**config.mk**
```make
export PLATFORM = sky130hd
export DESIGN_NAME = pingpong_wr_ctrl
export DESIGN_NICKNAME = d
export VERILOG_FILES = /design/src/rtl/pingpong_wr_ctrl.sv
export SDC_FILE = /design/constraint.sdc
export NUM_CORES = 1
export LEC_CHECK = 0
export ABC_AREA = 1
export ABC_CLOCK_PERIOD_IN_PS = 2550
export CAP_MARGIN = 15
export CORE_MARGIN = 2
export CORE_UTILIZATION = 25
export DETAILED_ROUTE_END_ITERATION = 6
export PLACE_DENSITY = 0.62
export SETUP_SLACK_MARGIN = 0.15
export SYNTH_ARGS = -nofsm -noshare
export SYNTH_HDL_FRONTEND = slang
export SYNTH_SLANG_ARGS = --single-unit
```
**constraint.sdc**
```tcl
create_clock -name clk -period 2.55 [get_ports clk]
set_input_delay 0.255 -clock clk [delete_from_list [all_inputs] [get_ports clk]]
set_output_delay 0.255 -clock clk [all_outputs]
set_load 0.03 [all_outputs]
```
**src/rtl/pingpong_wr_ctrl.sv**
```systemverilog
// pingpong_wr_ctrl: two-source word arbiter and write sequencer for a ping-pong frame buffer
// Define PPCTRL_STALL_CNT_EN to count cycles spent blocked on the reader in stall_cycles.
module pingpong_wr_ctrl #(
    parameter int WORDS_PER_FRAME = 128
) (
    input  logic        clk,
    input  logic        rst,
    input  logic [31:0] src0_data,
    input  logic        src0_valid,
    output logic        src0_ready,
    input  logic [31:0] src1_data,
    input  logic        src1_valid,
    output logic        src1_ready,
    input  logic        rd_done,
    output logic [31:0] buf_wr_data,
    output logic [6:0]  buf_wr_addr,
    output logic        buf_wr_en,
    output logic        buf_switch,
    output logic        frame_ready,
    output logic        wait_rd,
    output logic [15:0] stall_cycles
);
    typedef enum logic [1:0] {FILL, DRAIN, WAIT_RD} state_t;
    state_t r_state, w_next;
    logic [6:0] r_wcnt;
    logic r_last_served, r_reader_free;
    logic w_fill, w_gnt0, w_gnt1, w_acc0, w_acc1, w_acc, w_last, w_switch;
    assign w_fill = r_state == FILL;
    assign w_gnt0 = src0_valid & (~src1_valid | r_last_served);
    assign w_gnt1 = src1_valid & (~src0_valid | ~r_last_served);
    assign src0_ready = w_fill & w_gnt0;
    assign src1_ready = w_fill & w_gnt1;
    assign w_acc0 = src0_valid & src0_ready;
    assign w_acc1 = src1_valid & src1_ready;
    assign w_acc = w_acc0 | w_acc1;
    assign w_last = w_acc & (r_wcnt == 7'(WORDS_PER_FRAME - 1));
    always_ff @(posedge clk) begin
        if (rst) r_state <= FILL;
        else     r_state <= w_next;
    end
    always_comb begin
        w_next = w_fill ? (w_last ? DRAIN : FILL)
               : w_switch ? FILL
               : (r_state == DRAIN || r_state == WAIT_RD) ? WAIT_RD
               : FILL;
    end
    always_comb begin
        w_switch = (r_state == DRAIN && (r_reader_free || rd_done)) || (r_state == WAIT_RD && rd_done);
        wait_rd  = r_state == WAIT_RD;
    end
    assign buf_switch  = w_switch;
    assign frame_ready = w_switch;
    always_ff @(posedge clk) begin
        if (rst) begin
            r_wcnt        <= '0;
            r_last_served <= 1'b1;
            r_reader_free <= 1'b1;
            buf_wr_en     <= 1'b0;
            buf_wr_addr   <= '0;
            buf_wr_data   <= '0;
        end else begin
            buf_wr_en     <= w_acc;
            // a swap consumes any coincident rd_done
            r_reader_free <= w_switch ? 1'b0 : (rd_done ? 1'b1 : r_reader_free);
            if (w_acc) begin
                buf_wr_data   <= w_acc1 ? src1_data : src0_data;
                buf_wr_addr   <= r_wcnt;
                r_wcnt        <= w_last ? 7'd0 : r_wcnt + 7'd1;
                r_last_served <= w_acc1;
            end
        end
    end
`ifdef PPCTRL_STALL_CNT_EN
    logic [15:0] r_stall;
    always_ff @(posedge clk) begin
        if (rst) r_stall <= '0;
        else if (wait_rd && r_stall != 16'hFFFF) r_stall <= r_stall + 16'd1;
    end
    assign stall_cycles = r_stall;
`else
    assign stall_cycles = '0;
`endif
endmodule

```
==> out/summary.md <==
Global routing
* 11,200 um — global-route wire length before repair
* 66 — pin count of the biggest net entering global routing
* 0 — GR Overflow Total
* 0 — antenna violations before repair
* 0.123 — Overall Global Routing Usage
* 2,501 — vias in the first global route

Synthesis
* nand2_1 (109), dfxtp_1 (51), inv_1 (46) — commonest cells in the netlist
* 0.407 — share of synthesized area occupied by flip-flops and latches
* 0 — asr flop ratio synth
* 51 — Yosys reg bits
* dfxtp_1 — top_reg_cell synth
* dfxtp_1 — cell type contributing the most total cell area after synthesis
* 2510 um^2 — Syn Std Cell Area
* nand2_1 — most numerous cell in the Yosys netlist
* 0 — Yosys warning total
* dfxtp_1 (41%), nand2_1 (16%), inv_1 (6.9%), nor2_1 (6.6%), buf_4 (5.4%) — dominant cells by area after synthesis
* 0 — Post-synth EDFFs
* 367 — Post-Syn Instances
* 22 — post-synth cell types
* 0.407 — portion of synthesized cell area occupied by the leading cell type
* 6.84 um^2 — per-instance average area after synthesis

Power
* 0.00165 uW — LEAKAGE
* 489 nW/um^2 — pwr dens
* 0.197 mV — VDD IR-drop max

Timing
* 2.14 ns — crit path time final
* 0.739 ns — actual slew at the worst max-slew pin
* no — RSZ-0062 raised after global routing
* 0 ns — setup tns final
* 0.467 GHz — Highest Clock Rate
* 0 — number of max-slew violations in the final report
* 0 — Final setup viols
* 0.507 — Max-slew headroom
* 0 — total count of hold-check failures in the final report
* 0.840 — Final Cycle Share
* 0.00432 ns — clock skew after layout

Run status
* completed — outcome

Placement
* 113 — Port-buffer cells
* 4860 um — Detailed Place HPWL
* 597 — Inst Count DP
* 0.728 — placer congestion estimate
* 3670 um^2 — DP Area

Clocking
* 51 — count of clock tree sinks
* 0 — Hold Buf Count CTS
* 2 — count of H-tree levels built during CTS
* yes — TritonCTS clock tree
* 0 — setup repair bufs after CTS
* clkbuf_8 — clock root cell
* 0.09 ns — CTS clk-pin slew, worst paths
* 2 — buffers from clock root to sink, at most
* 5 — number of buffers created by CTS
* 0.30 ns — Worst-Skew Late Latency
* 0 — count of cells resized by post-cts repair

Floorplan
* 0.257 — Initial Util
* 130 — total I/O pin count
* 9770 um^2 — core region area
* 36 — number of rows in the core area
* 104 um — Horiz. Die Dim
* 104 um — Die Y
* 10,900 um^2 — die area

Layout
* 3750 um^2 — area of all placed cells without fillers
* 0.0487 — fraction of layout cells with a size suffix above 1
* 1,045 — filler instances
* 544 — fin nets
* 49.5% — Area growth syn-to-layout
* 605 — Layout Cells excl Fill
* 1130 um^2 — total area of multi-input combinational cells
* 1020 um^2 — Sequential Area
* 0 — number of diodes added for antenna fixing

Routing
* 2,470 — vias
* 6500 um — DRT Wirelength
* 84 — iteration-0 DRC count of the detailed router
* 4.08 — vias per cell
* 10.7 um — routed length per instance
* 4 — Detailed Routing Iterations Pass 1
* 0 — Detail Route Antenna Nets
* 0 — DRC Markers

Worst hold path
* flop to flop — HP Class

Critical path
* output pin — kind of capture point of the worst setup path
* 1.89 ns — Crit path arrival time
* 2.30 ns — data required time at the worst endpoint
* 4 — largest driver fanout on the critical path
* flop to output pin — path type of the worst setup path
* flop — type of element launching the critical path

Run
* 0 — max cap viols

==> cell families after synthesis <==
family,after synthesis,synth area share
other cells,1,0.00149
buf+inv,82,0.167
simple gates,181,0.294
fa+ha+maj,4,0.0199
compound gates,47,0.108
flops,51,0.407
xor+xnor,1,0.00349
==> critical path, stage by stage (launching register included) <==
cell and delay [ns]:
dfxtp_1 0.33, inv_1 0.08, ha_1 0.23, nand2_1 0.13, a21oi_1 0.14, clkdlybuf4s50_1 0.68
==> flip-flops by register name, indices dropped and copies added, names as in the netlist <==
signal         count
r_reader_free      1
r_wcnt             7
buf_wr_addr        7
r_state            2
buf_wr_en          1
buf_wr_data       32
r_last_served      1
==> cells in the final DEF, fill, tap and decap left out, drive strengths merged <==
cell type / instances
o21ai: 39
nand2: 110
nor4: 1
buf: 4
clkbuf: 7
a21oi: 7
ha: 4
clkinv: 1
clkdlybuf4s50: 113
o211ai: 1
inv: 47
xor2: 1
nand3: 25
conb: 16
nor2: 45
dfxtp: 51
==> path summary, 6_finish.rpt <==
kind	end	depth (start not counted)	startpoint	slack, ns
hold reg to reg	buf_wr_addr[2]	2	buf_wr_addr[2]	0.45
setup / recovery	src0_ready	5	r_state[1]	0.41
hold / removal	buf_wr_addr[2]	2	buf_wr_addr[2]	0.45
setup reg to reg	buf_wr_data[2]	9	r_state[1]	0.64
==> metrics by stage <==
step	total power, uW	utilization	worst slack, ns	hold WS (ns)
after floorplan	1190	-	0.632	0.416
after global placement	1400	0.375	0.546	0.430
after detailed placement	1410	0.375	0.509	0.437
after CTS	1870	0.384	0.395	0.455
after global routing	1940	0.384	0.296	0.490
final	1830	0.384	0.408	0.454
==> where the power goes <==
group | switching (uW) | leakage [uW] | internal (uW) | total, uW
Clock | 256 | 0.0000422 | 193 | 449
Sequential | 30.0 | 0.000421 | 850 | 880
Combinational | 277 | 0.00119 | 227 | 504
Total | 562 | 0.00165 | 1270 | 1830
==> per-layer routing <==
| metal | vias up | share of wire | global-route usage |
|---|---|---|---|
| met2 | 83 | 0.48 | 0.215 |
| met3 | 5 | 0.066 | 0.0345 |
| li1 | 1292 | - | - |
| met4 | 0 | 0.012 | 0.0396 |
| met5 | - | 0 | 0 |
| met1 | 1090 | 0.44 | 0.146 |
==> area by class of cell <==
type,count,area share
timing repair buffer,117,0.313
multi-input combinational,249,0.302
sequential,51,0.272
inverter,47,0.0470
tap,133,0.0444
clock buffer,7,0.0203
clock inverter,1,0.00133
Power figures use the tool's default switching activity.
